## config.mk

```make
export PLATFORM = sky130hd
export DESIGN_NAME = pair_assembler
export DESIGN_NICKNAME = d
export VERILOG_FILES = /design/src/rtl/pair_assembler.sv
export SDC_FILE = /design/constraint.sdc
export NUM_CORES = 1
export LEC_CHECK = 0
export ABC_AREA = 1
export CAP_MARGIN = 20
export CORE_ASPECT_RATIO = 1.25
export CORE_UTILIZATION = 30
export CTS_CLUSTER_SIZE = 8
export DETAILED_ROUTE_END_ITERATION = 10
export PLACE_DENSITY = 0.52
export SLEW_MARGIN = 20
export SYNTH_ARGS = -nofsm -noshare
export SYNTH_HDL_FRONTEND = slang
export SYNTH_SLANG_ARGS = --single-unit
```

## constraint.sdc

```tcl
create_clock -name clk -period 2.3 [get_ports clk]
set_input_delay 0.23 -clock clk [delete_from_list [all_inputs] [get_ports clk]]
set_output_delay 0.23 -clock clk [all_outputs]
set_load 0.02 [all_outputs]
```

## src/rtl/pair_assembler.sv

```systemverilog
// Reassembles CHUNKS serial chunks, MSB-first, into one word plus the sum of its chunks.
// Define PAIR_ASSEMBLER_ERRCNT_EN to add a saturating err_count output that counts sync_err pulses.
module pair_assembler #(
    parameter  int CHUNK_W = 2,
    parameter  int CHUNKS  = 4,
    localparam int WORD_W  = CHUNK_W * CHUNKS,
    localparam int SUM_W   = CHUNK_W + $clog2(CHUNKS)
) (
    input  logic               clk,
    input  logic               rst,
    input  logic [CHUNK_W-1:0] chunk_in,
    input  logic               chunk_sof,
    input  logic               chunk_valid,
    output logic               chunk_ready,
    output logic [WORD_W-1:0]  word_out,
    output logic [SUM_W-1:0]   word_sum,
    output logic               word_valid,
    input  logic               word_ready,
    output logic               sync_err
`ifdef PAIR_ASSEMBLER_ERRCNT_EN
    ,
    output logic [7:0]         err_count
`endif
);

    localparam int CNT_W  = $clog2(CHUNKS);
    localparam int PART_W = WORD_W - CHUNK_W;
    localparam logic [CNT_W-1:0] LAST = CNT_W'(CHUNKS - 1);

    typedef enum logic [0:0] {
        IDLE    = 1'b0,
        COLLECT = 1'b1
    } state_t;

    state_t             state_q, state_d;
    logic [CNT_W-1:0]   count_q, count_d;
    logic [PART_W-1:0]  partial_q, partial_d;
    logic [WORD_W-1:0]  word_out_q, word_out_d;
    logic [SUM_W-1:0]   word_sum_q, word_sum_d;
    logic               word_valid_q, word_valid_d;
    logic               sync_err_q, sync_err_d;

    logic               chunk_accept;
    logic [WORD_W-1:0]  full_word;
    logic [SUM_W-1:0]   full_sum;

    // Only the closing chunk needs a free output slot, so earlier chunks never stall.
    assign chunk_ready  = !(count_q == LAST && word_valid_q && !word_ready);
    assign chunk_accept = chunk_valid && chunk_ready;
    assign full_word    = {partial_q, chunk_in};

    always_comb begin
        full_sum = '0;
        for (int i = 0; i < CHUNKS; i++) begin
            full_sum = full_sum + SUM_W'(full_word[i*CHUNK_W +: CHUNK_W]);
        end
    end

    always_comb begin
        state_d      = state_q;
        count_d      = count_q;
        partial_d    = partial_q;
        word_out_d   = word_out_q;
        word_sum_d   = word_sum_q;
        word_valid_d = word_valid_q;
        sync_err_d   = 1'b0;

        if (word_valid_q && word_ready) begin
            word_valid_d = 1'b0;
        end

        if (chunk_accept) begin
            case (state_q)
                IDLE: begin
                    partial_d = PART_W'(chunk_in);
                    count_d   = CNT_W'(1);
                    state_d   = COLLECT;
                end
                COLLECT: begin
                    if (chunk_sof) begin
                        // A new word started early: drop the partial one and restart at position 0.
                        partial_d  = PART_W'(chunk_in);
                        count_d    = CNT_W'(1);
                        sync_err_d = 1'b1;
                    end else if (count_q == LAST) begin
                        word_out_d   = full_word;
                        word_sum_d   = full_sum;
                        word_valid_d = 1'b1;
                        partial_d    = '0;
                        count_d      = '0;
                        state_d      = IDLE;
                    end else begin
                        partial_d = full_word[PART_W-1:0];
                        count_d   = count_q + CNT_W'(1);
                    end
                end
                default: begin
                    partial_d = '0;
                    count_d   = '0;
                    state_d   = IDLE;
                end
            endcase
        end
    end

    always_ff @(posedge clk or posedge rst) begin
        if (rst) begin
            state_q      <= IDLE;
            count_q      <= '0;
            partial_q    <= '0;
            word_out_q   <= '0;
            word_sum_q   <= '0;
            word_valid_q <= 1'b0;
            sync_err_q   <= 1'b0;
        end else begin
            state_q      <= state_d;
            count_q      <= count_d;
            partial_q    <= partial_d;
            word_out_q   <= word_out_d;
            word_sum_q   <= word_sum_d;
            word_valid_q <= word_valid_d;
            sync_err_q   <= sync_err_d;
        end
    end

    assign word_out   = word_out_q;
    assign word_sum   = word_sum_q;
    assign word_valid = word_valid_q;
    assign sync_err   = sync_err_q;

`ifdef PAIR_ASSEMBLER_ERRCNT_EN
    logic [7:0] err_count_q, err_count_d;

    always_comb begin
        err_count_d = err_count_q;
        if (sync_err_d && err_count_q != 8'hFF) begin
            err_count_d = err_count_q + 8'd1;
        end
    end

    always_ff @(posedge clk or posedge rst) begin
        if (rst) begin
            err_count_q <= 8'd0;
        end else begin
            err_count_q <= err_count_d;
        end
    end

    assign err_count = err_count_q;
`endif

endmodule

```

Word-level counts from Yosys, hierarchy flattened
Index checks and enable logic that the tools add are counted.

Register bits after elaboration: 23. Output and inout port bits: 15. Word-level logic and storage cells: 38.

Equal/unequal tests: 1. Mux-type cells: 17. Add/sub/neg operators: 4. Bitwise gates (word level): 2. Reductions and logical operators: 7.

Operator list (number): two-way mux 6 bit (2); case mux 6 bit (2 select lines) (1); two-way mux 1 bit (10); adder 3 x 2 -> 4 bit (1); adder 4 x 2 -> 4 bit (1); logical AND 1 bit (4); two-way mux 2 bit (2); case mux 2 bit (2 select lines) (1); AND reduction 4 bit (1); adder 2 x 2 -> 3 bit (1); adder 2 x 1 -> 2 bit, second input constant (1); equality test 2 bit, second input constant (1); logical NOT 1 bit (2); inverter 1 bit (2); case mux 1 bit (2 select lines) (1).

Depth between registers and ports, before layout
Word-level depth: 6. Depth in mapped cells: 7.

Worst setup path before layout
Ideal clock, no wire load.

Path kind: flip-flop to flip-flop. From: reg partial_q[1]. To: reg word_sum_q[2] (netlist: word_sum[2]). Cell stages (with the launch flop): 7. Clock period less this slack: 2.219 ns. Data arrival time: 2.102 ns. Library setup time: 0.117 ns. Path buffers: 0. Slack: 0.081 ns. Path through: dfrtp_1 -> fa_1 -> fa_1 -> ha_1 -> fa_1 -> nand3_1 -> nand2_1.

Longest elaborated chain between the ends: 3.

Ends and longest elaborated chain: from (decl) (line 37) `logic [PART_W-1:0] partial_q, partial_d;`; from (signal assigned) (line 118) `partial_q <= partial_d;`; adder 2 x 2 -> 3 bit (line 55) `full_sum = full_sum + SUM_W'(full_word[i*CHUNK_W +: CHUNK_W]);`; adder 3 x 2 -> 4 bit (line 55); adder 4 x 2 -> 4 bit (line 55); named net full_sum[2] (line 45) `logic [SUM_W-1:0] full_sum;`; to (signal assigned) (line 120) `word_sum_q <= word_sum_d;`; to (decl) (line 39) `logic [SUM_W-1:0] word_sum_q, word_sum_d;`.

The timed path passes the listed nets, and every way through them passes these cells. A chain may end at the register's enable or synchronous reset.

Worst setup path in the final report
Same ends and word-level chain as after synthesis.

==> results.json <==
{
  "tightest_slew_ps": 440,
  "routed_wl_um": 2150,
  "wl_per_cell_um": 11.7,
  "max_cap_violations": 0,
  "cp_max_fo": 2,
  "drv_slew": 0,
  "dr.pass1.iters": 4,
  "grt.total_usage_pct": 12.5,
  "initial_utilization_pct": 31.6,
  "ant_nets": 0,
  "syn_inst": 117,
  "via_count": 835,
  "r2r_cells": 6,
  "setup_ws_ps": 56.5,
  "drt_iter0_markers": 27,
  "htree_levels": 1,
  "cts_tree": "done",
  "relSlewSlack_pct": 70.6,
  "p_leak_nw": 0.739,
  "die_h_um": 70.0,
  "die-width_um": 56.4,
  "endpoint_kind": "flip-flop",
  "dp_hpwl_um": 1640,
  "io_pins": 22,
  "critPathRequiredTime_ps": 2500,
  "ys_seq_elements": 23,
  "fmax_mhz": 446,
  "overflow": 0,
  "fin_nets": 159,
  "holdBufCountCts": 0,
  "ir_drop_v": 0.000390,
  "reg2reg_to": "word_sum[2]",
  "critPathKind": "reg2reg",
  "p_sw_share_pct": 30.9,
  "power_density_nw_per_um2": 765,
  "insertion_delay_ps": 260,
  "fin_crit_ps": 2240,
  "reg2reg_slack_ps": 60,
  "antenna_found_initial": 0,
  "clockRootBuffer": "clkbuf_8",
  "routabilityCongestion": 0.804,
  "p_clk_share_pct": 22.4,
  "dr_wl_met3_um": 56,
  "postCtsSetupBuffers": 0,
  "status": "completed",
  "fp-row-count": 24,
  "diodes": 0,
  "fin_crit_sh_pct": 97.5,
  "cts_sinks": 23,
  "place_inst": 179,
  "combPwrFrac_pct": 30.7,
  "syn-cell-area_sq_um": 1110,
  "route.met2.wl_um": 1060,
  "r2r-start": "partial_q[1]",
  "grt_pass1_wl_um": 3800,
  "dieArea_sq_um": 3940,
  "setup_viol": 0,
  "dp_slack_ps": -320,
  "layout.cells.non_filler": 183,
  "p_seq_share_pct": 46.8,
  "ys_seq_area_share_pct": 51.9,
  "skew_ps": 0.525,
  "wl_met1_um": 963,
  "rsz0062_at_grt": "true",
  "core_sq_um": 3510,
  "fin_hold_ws_ps": 302,
  "hold_class": "in2async",
  "power_switching_mw": 0.338,
  "top_layer_used": "met4",
  "grt_max_degree": 24,
  "cts_buffer_depth": 2,
  "syn_area_per_cell_sq_um": 9.47,
  "synthToLayoutAreaGrowth_pct": 28.8,
  "hold_viol_final": 0,
  "grt_pass1_vias": 839,
  "io_buffers": 21,
  "path_clk_slew_ps": 70,
  "nFillCells": 344,
  "synth_cell_types": 16,
  "drive_gt1_share_pct": 14.6,
  "ys_warn_count": 0,
  "startpoint_type": "flip-flop",
  "drcViolationCount": 0,
  "p_int_mw": 0.754,
  "cp_data_arrival_time_ps": 2450,
  "cts_buffers": 3,
  "viasPerCell": 4.56,
  "syn_nets": 131
}
-- synth_stat cells --
master / n / area, sq um
buf_4: 2 / 15.0
buf_6: 2 / 22.5
dfrtp_1: 23 / 576
fa_1: 4 / 80.1
ha_1: 3 / 37.5
inv_1: 5 / 18.8
inv_2: 3 / 11.3
nand2_1: 45 / 169
nand2_2: 2 / 12.5
nand3_1: 20 / 100
nand4_2: 1 / 12.5
nor2_1: 1 / 3.75
nor2_2: 1 / 6.26
nor2_4: 3 / 33.8
nor3_1: 1 / 5.00
o21ai_0: 1 / 5.00
-- metrics by stage --
| step | cell area (sq um) | power [mW] | TNS [ps] | util, % |
|---|---|---|---|---|
| floorplan | 1110 | 0.698 | 0 | - |
| global placement | 1380 | 0.853 | -488 | 39.1 |
| detailed placement | 1380 | 0.860 | -576 | 39.1 |
| CTS | 1420 | 1.11 | 0 | 40.5 |
| global route | 1430 | 1.16 | -14.7 | 40.6 |
| finish | 1430 | 1.09 | 0 | 40.6 |
-- placed cells by master, fill, tap and decap left out --
cell / netlist / routed
inv_1: 5 / 5
nor2_2: 1 / 1
ha_1: 3 / 2
nor2_4: 3 / 3
nand3_1: 20 / 20
nand2_1: 45 / 45
nor2_1: 1 / 1
nand4_2: 1 / 1
ha_2: 0 / 1
nand2_2: 2 / 2
clkbuf_8: 0 / 3
fa_2: 0 / 1
nor3_1: 1 / 1
dlymetal6s2s_1: 0 / 1
buf_4: 2 / 6
inv_2: 3 / 3
o21ai_0: 1 / 1
fa_1: 4 / 3
clkbuf_1: 0 / 1
dfrtp_1: 23 / 23
clkdlybuf4s50_1: 0 / 20
-- worst max-delay path, cell delays in order (launching register included) --
cell	delay, ps
dfrtp_1	400
fa_1	520
fa_1	420
ha_2	200
fa_1	470
nand3_1	70
nand2_1	90
-- layout make-up --
type,count,area (sq um),share of cell area (%)
Sequential cell,23,576,40.3
Multi-Input combinational cell,82,470,33.0
Timing Repair Buffer,27,258,18.1
Tap cell,39,48.8,3.42
Clock buffer,4,45.0,3.16
Inverter,8,30.0,2.10
-- routing by layer --
layer | global-route usage (%) | vias up
met5 | 0 | -
met3 | 1.85 | 5
met2 | 20.2 | 14
li1 | - | 426
met1 | 15.4 | 390
met4 | 8.13 | 0
-- power groups by stage --
| stage | combinational (mW) | sequential, mW | clock [mW] |
|---|---|---|---|
| finish | 0.335 | 0.511 | 0.245 |
| floorplan | 0.111 | 0.586 | 0 |
| global placement | 0.336 | 0.517 | 0 |
| detailed placement | 0.340 | 0.520 | 0 |
| global route | 0.371 | 0.521 | 0.268 |
| CTS | 0.341 | 0.512 | 0.257 |
-- kinds of logic after synthesis --
kind of cell / after synthesis / synth area share [%]
flip-flops: 23 / 51.9
adder cells (fa/ha/maj): 7 / 10.6
AND/OR/NAND/NOR: 74 / 30.9
buffers and inverters: 12 / 6.09
AO/OA/AOI/OAI: 1 / 0.451
-- repair_timing --
| action | CTS | global route |
|---|---|---|
| endpoints found under the setup margin | 1 | 1 |
| pin swaps | 2 | 1 |
| resized for setup | 1 | 2 |
-- state kept, by name, summed over array words and instances (netlist names) --
signal / count
word_sum: 4
state_q: 1
word_valid: 1
word_out: 8
partial_q: 6
sync_err: 1
count_q: 2
-- worst max-delay path by stage --
stage | startpoint | to | slack, ps
floorplan | partial_q[1] | word_sum[2] | 80
global placement | chunk_in[1] | word_sum[2] | -290
detailed placement | chunk_in[1] | word_sum[2] | -320
CTS | partial_q[3] | word_sum[2] | 10
global route | partial_q[1] | word_sum[2] | -10
finish | partial_q[1] | word_sum[2] | 60
No activity file was read; power rests on OpenSTA's default activity.
